## src/rtl/pipe_mem_arbiter.sv

```systemverilog
// rtl/pipe_mem_arbiter.sv - arbiter sharing one single-port RAM between IF, MEM and loader ports
//
// Purpose: serialises instruction fetch (IF), load/store (MEM) and loader (LD)
// accesses onto one synchronous RAM. Each access runs IDLE -> ISSUE -> WAIT* ->
// RESP, and stall holds the pipeline while IF or MEM is outstanding.
//
// Ports:
//   clock_i, reset_i            clock, synchronous active-high reset
//   if_req_i/if_addr_i          IF fetch request; if_rdata_o/if_ack_o completion
//   mem_req_i/mem_we_i/...      MEM load/store request; mem_rdata_o/mem_ack_o
//   ld_req_i/ld_we_i/...        loader request; ld_rdata_o/ld_ack_o
//   ram_en_o/ram_we_o/...       RAM strobe, write enable, address, write data
//   ram_rdata_i                 RAM read data, valid RAM_LAT cycles after ram_en_o
//   grant_id_o                  current owner: 0 none, 1 IF, 2 MEM, 3 LD
//   stall_o                     IF or MEM waiting for its ack
module pipe_mem_arbiter #(
  parameter int unsigned RAM_LAT      = 1,
  parameter int unsigned STARVE_LIMIT = 4
) (
  input  logic        clock_i,
  input  logic        reset_i,
  input  logic        if_req_i,
  input  logic [31:0] if_addr_i,
  output logic [31:0] if_rdata_o,
  output logic        if_ack_o,
  input  logic        mem_req_i,
  input  logic        mem_we_i,
  input  logic [31:0] mem_addr_i,
  input  logic [31:0] mem_wdata_i,
  output logic [31:0] mem_rdata_o,
  output logic        mem_ack_o,
  input  logic        ld_req_i,
  input  logic        ld_we_i,
  input  logic [31:0] ld_addr_i,
  input  logic [31:0] ld_wdata_i,
  output logic [31:0] ld_rdata_o,
  output logic        ld_ack_o,
  output logic        ram_en_o,
  output logic        ram_we_o,
  output logic [31:0] ram_addr_o,
  output logic [31:0] ram_wdata_o,
  input  logic [31:0] ram_rdata_i,
  output logic [1:0]  grant_id_o,
  output logic        stall_o
);

  localparam logic [1:0] ID_NONE = 2'd0;
  localparam logic [1:0] ID_IF   = 2'd1;
  localparam logic [1:0] ID_MEM  = 2'd2;
  localparam logic [1:0] ID_LD   = 2'd3;

  typedef enum logic [1:0] {S_IDLE, S_ISSUE, S_WAIT, S_RESP} state_t;

  state_t      state_q;
  logic [1:0]  grant_q;
  logic        we_q;
  logic [31:0] addr_q;
  logic [31:0] wdata_q;
  logic        ram_en_q;
  logic        ram_we_q;
  logic [2:0]  lat_cnt_q;
  logic [3:0]  starve_q;
  logic        rr_ld_q;      // 1: LD wins the next IF/LD tie
  logic        if_ack_q;
  logic        mem_ack_q;
  logic        ld_ack_q;
  logic [31:0] if_rdata_q;
  logic [31:0] mem_rdata_q;
  logic [31:0] ld_rdata_q;

  logic [1:0]  win_d;
  logic        win_we_d;
  logic [31:0] win_addr_d;
  logic [31:0] win_wdata_d;
  logic        resp_next_d;

  always_comb begin
    win_d       = ID_NONE;
    win_we_d    = 1'b0;
    win_addr_d  = 32'h0;
    win_wdata_d = 32'h0;
    if (if_req_i && starve_q == 4'(STARVE_LIMIT)) begin
      win_d = ID_IF;
    end else if (mem_req_i) begin
      win_d = ID_MEM;
    end else if (if_req_i && (!ld_req_i || !rr_ld_q)) begin
      win_d = ID_IF;
    end else if (ld_req_i) begin
      win_d = ID_LD;
    end
    case (win_d)
      ID_IF:  win_addr_d = if_addr_i;
      ID_MEM: begin
        win_addr_d  = mem_addr_i;
        win_wdata_d = mem_wdata_i;
        win_we_d    = mem_we_i;
      end
      ID_LD:  begin
        win_addr_d  = ld_addr_i;
        win_wdata_d = ld_wdata_i;
        win_we_d    = ld_we_i;
      end
      default: ;
    endcase
  end

  // RESP is entered straight from ISSUE when RAM_LAT is 1, otherwise once the
  // WAIT countdown is about to reach zero.
  assign resp_next_d = (state_q == S_ISSUE && RAM_LAT == 1) ||
                       (state_q == S_WAIT && lat_cnt_q == 3'd1);

  always_ff @(posedge clock_i) begin
    if (reset_i) begin
      state_q     <= S_IDLE;
      grant_q     <= ID_NONE;
      we_q        <= 1'b0;
      addr_q      <= 32'h0;
      wdata_q     <= 32'h0;
      ram_en_q    <= 1'b0;
      ram_we_q    <= 1'b0;
      lat_cnt_q   <= 3'd0;
      starve_q    <= 4'd0;
      rr_ld_q     <= 1'b0;
      if_ack_q    <= 1'b0;
      mem_ack_q   <= 1'b0;
      ld_ack_q    <= 1'b0;
      if_rdata_q  <= 32'h0;
      mem_rdata_q <= 32'h0;
      ld_rdata_q  <= 32'h0;
    end else begin
      ram_en_q  <= 1'b0;
      ram_we_q  <= 1'b0;
      if_ack_q  <= resp_next_d && grant_q == ID_IF;
      mem_ack_q <= resp_next_d && grant_q == ID_MEM;
      ld_ack_q  <= resp_next_d && grant_q == ID_LD;
      case (state_q)
        S_IDLE: begin
          if (win_d != ID_NONE) begin
            grant_q  <= win_d;
            addr_q   <= win_addr_d;
            wdata_q  <= win_wdata_d;
            we_q     <= win_we_d;
            ram_en_q <= 1'b1;
            ram_we_q <= win_we_d;
            state_q  <= S_ISSUE;
          end
          if (!if_req_i || win_d == ID_IF) begin
            starve_q <= 4'd0;
          end else if (win_d == ID_MEM && starve_q != 4'hF) begin
            starve_q <= starve_q + 4'd1;
          end
          if (win_d == ID_IF) rr_ld_q <= 1'b1;
          if (win_d == ID_LD) rr_ld_q <= 1'b0;
        end
        S_ISSUE: begin
          lat_cnt_q <= 3'(RAM_LAT - 1);
          state_q   <= resp_next_d ? S_RESP : S_WAIT;
        end
        S_WAIT: begin
          lat_cnt_q <= lat_cnt_q - 3'd1;
          if (resp_next_d) state_q <= S_RESP;
        end
        S_RESP: begin
          if (!we_q) begin
            case (grant_q)
              ID_IF:   if_rdata_q  <= ram_rdata_i;
              ID_MEM:  mem_rdata_q <= ram_rdata_i;
              ID_LD:   ld_rdata_q  <= ram_rdata_i;
              default: ;
            endcase
          end
          grant_q <= ID_NONE;
          state_q <= S_IDLE;
        end
        default: state_q <= S_IDLE;
      endcase
    end
  end

  // Read data is forwarded from the RAM during the ack cycle and held in the
  // owner's register afterwards.
  assign if_rdata_o  = (if_ack_q && !we_q) ? ram_rdata_i : if_rdata_q;
  assign mem_rdata_o = (mem_ack_q && !we_q) ? ram_rdata_i : mem_rdata_q;
  assign ld_rdata_o  = (ld_ack_q && !we_q) ? ram_rdata_i : ld_rdata_q;
  assign if_ack_o    = if_ack_q;
  assign mem_ack_o   = mem_ack_q;
  assign ld_ack_o    = ld_ack_q;
  assign ram_en_o    = ram_en_q;
  assign ram_we_o    = ram_we_q;
  assign ram_addr_o  = addr_q;
  assign ram_wdata_o = wdata_q;
  assign grant_id_o  = grant_q;
  assign stall_o     = (if_req_i & ~if_ack_q) | (mem_req_i & ~mem_ack_q);

endmodule

```

## config.mk

```make
export PLATFORM = sky130hd
export DESIGN_NAME = pipe_mem_arbiter
export DESIGN_NICKNAME = d
export VERILOG_FILES = /design/src/rtl/pipe_mem_arbiter.sv
export SDC_FILE = /design/constraint.sdc
export NUM_CORES = 1
export LEC_CHECK = 0
export CAP_MARGIN = 20
export CORE_AREA = 2 2 144 146
export CTS_CLUSTER_DIAMETER = 60
export CTS_CLUSTER_SIZE = 8
export DETAILED_ROUTE_END_ITERATION = 10
export DIE_AREA = 0 0 146 148
export GPL_TIMING_DRIVEN = 0
export HOLD_SLACK_MARGIN = 0.05
export MAX_ROUTING_LAYER = met4
export PLACE_DENSITY_LB_ADDON = 0.2
export SYNTH_ARGS = -nofsm -noshare
export SYNTH_HDL_FRONTEND = slang
export SYNTH_SLANG_ARGS = --single-unit
```

## constraint.sdc

```tcl
create_clock -name clock_i -period 3.35 [get_ports clock_i]
set_clock_uncertainty 0.2 [all_clocks]
set_input_delay 1.005 -clock clock_i [delete_from_list [all_inputs] [get_ports clock_i]]
set_output_delay 1.005 -clock clock_i [all_outputs]
set_load 0.05 [all_outputs]
```

==> qor.txt <==
Req. time, crit path = 2.14 ns
# fillers = 1807
CP endpoint kind = output pin
RePlAce Congestion = 0.891
CTS Hold Bufs = 0
Crit Path Max Fanout = 6
NumNets Final = 1536
FP Rows = 52
Clk Latency, worst-skew pair = 0.42 ns
CP Launch Type = input port
worst slew pin tran = 0.742 ns
Synth Flop Type = dfxtp_1
Worst Hold End = ld_rdata_q[14]
CTS Sinks = 178
most frequent cells in the layout = clkdlybuf4s50_1, nand2_1, dfxtp_1, buf_2, a21oi_1
Syn. warnings = 0
TritonCTS clock tree = yes
R2R Path Start = state_q[0]
average cell area after synthesis = 9.25 um2
core area = 0.0200 mm2
die width = 146 um
routed vias = 8505
Worst Hold Class = reg2reg
# Post-CTS Setup Buffers = 0
clk buf depth = 2
ys async rst share = 0
Final WS setup = 0.0451 ns
DP Worst Slack = -0.590 ns
Hold Path Origin = ld_rdata_q[14]
IO Port Bufs = 364
Post-DP HPWL = 22.4 mm
max-slew violations = 0
R2R cell count = 6
Post-synth EDFFs = 0
final setup fails = 0
worst hold stages = 2
largest net degree at the start of global routing = 19
Total GRT Usage = 0.273
status = complete, no violations
Mapped Cells = 947
flop2flop setup slack = 1.07 ns
most common cell after layout, fill and taps aside = clkdlybuf4s50_1
Power Total = 7050 uW
initial antenna violation count = 1
GRT overflow = 0
Lkg Pwr = 0.00510 uW
DRT antenna net count = 0
capturing point of the worst reg2reg path = ram_addr_o[28]
die area = 0.0216 mm2
min cycle time layout = 3.30 ns
Worst slew margin = 0.505
vias per cell = 5.28
Min Hold Slack = 0.254 ns
clock root cell = clkbuf_16
DRT Wirelength = 29.0 mm
vias in the first global route = 8464
f_max = 303 MHz
clock-pin slew on the worst setup and hold paths = 0.07 ns
CTS buffer count = 17
mapped cell area = 0.00876 mm2
first-pass GRT wire length = 45.7 mm
post-synthesis sequential area ratio = 0.407
DR pass1 iterations = 5
Hold Vio Cnt, Final = 0
Max-Cap Viols = 0
DR iter-0 viols = 382
synth unique cells = 45
initial core utilization = 0.437
# DRC = 0
Routed WL per cell = 18.0 um
H-tree depth = 4
CTS resizes = 476
Worst EP arrival = 2.10 ns
RSZ-0062 raised after global routing = no
dpl cells = 1581
Area Growth Syn to Fin = 47.5%
Die H = 148 um
PD cells = 545 mW/mm2
syn nets = 1155
VDD IR-drop max = 0.359 mV
Ports = 367
Fin Setup TNS = 0 ns
fin cells = 1612
layout cells sized above 1 = 0.255
Tcrit/Tclk final = 0.987
Setup Crit Path Kind = in2out
post-synthesis register bit count = 178
[flip-flops by register name, summed over array words and instances (netlist names)]
register / count
state_q: 2
ram_we_o: 1
mem_ack_o: 1
mem_rdata_q: 32
starve_q: 4
rr_ld_q: 1
ram_en_o: 1
grant_id_o: 2
ld_rdata_q: 32
ram_wdata_o: 32
if_ack_o: 1
ld_ack_o: 1
ram_addr_o: 32
lat_cnt_q: 3
we_q: 1
if_rdata_q: 32
[worst max-delay path, stage by stage]
cell and delay (ns):
clkdlybuf4s50_1 0.59, mux2_2 0.23, buf_2 0.27
[cell usage after synthesis (all sizes together) (3+ instances only)]
library cell / instances / area [um2]
clkbuf: 43 / 161
buf: 42 / 300
ha: 9 / 113
inv: 13 / 48.8
nor2: 52 / 198
nand2: 196 / 736
nor2b: 4 / 25.0
o2bb2ai: 32 / 280
mux2: 98 / 1100
a21oi: 99 / 495
nor3: 36 / 280
a22oi: 3 / 22.5
a221oi: 64 / 873
nand2b: 12 / 75.1
or2: 4 / 25.0
o21bai: 32 / 240
dfxtp: 178 / 3560
o21ai: 5 / 25.0
[final cells by class]
class                   instances  area (um2)  share of cell area
clock inverters                14         140              0.0108
multi-input cells             671        4690               0.363
inverters                      13        48.8             0.00378
diodes                          1        2.50            0.000194
flip-flops and latches        178        3560               0.276
clock buffers                  18         439              0.0340
repair buffers                364        3220               0.249
plain buffers                  83         475              0.0368
well taps                     270         338              0.0261
[where the power goes]
| part | switching, uW | total, uW | internal (uW) |
|---|---|---|---|
| Combinational | 1640 | 2610 | 971 |
| Sequential | 131 | 2480 | 2340 |
| Clock | 951 | 1960 | 1010 |
| Total | 2720 | 7050 | 4330 |
[worst max path at each step]
stage / startpoint / to / slack, ns / cells past startpoint
6_report: ram_rdata_i[13] / if_rdata_o[13] / 0.05 / 3
5_1_grt: if_ack_o / if_rdata_o[12] / 0.01 / 5
4_1_cts: ram_rdata_i[11] / mem_rdata_o[11] / -0.12 / 3
3_5_place_dp: mem_req_i / stall_o / -0.59 / 4
3_3_place_gp: mem_req_i / stall_o / -0.59 / 4
2_1_floorplan: if_req_i / stall_o / 0.15 / 3
[cell families (layout without fill, tap and decap cells)]
group	after synthesis	after routing	share of synthesized area
flops	178	178	0.407
fa+ha+maj	9	9	0.0129
other cells	0	1	0
simple gates	316	316	0.163
buf+inv	98	492	0.0583
compound gates	246	246	0.231
mux	100	100	0.128
[metal layers]
metal	vias up	share of wire	global-route usage
met2	273	0.49	0.452
met4	0	0.028	0.103
met5	-	0	-
met3	55	0.065	0.0685
li1	4136	-	-
met1	4041	0.42	0.321
[stage by stage]
step	utilization	area (um2)
after floorplan	-	8760
after global placement	0.636	12700
after detailed placement	0.636	12700
after CTS	0.644	12900
after global routing	0.645	12900
final	0.645	12900
(Power assumes the default switching activity.)
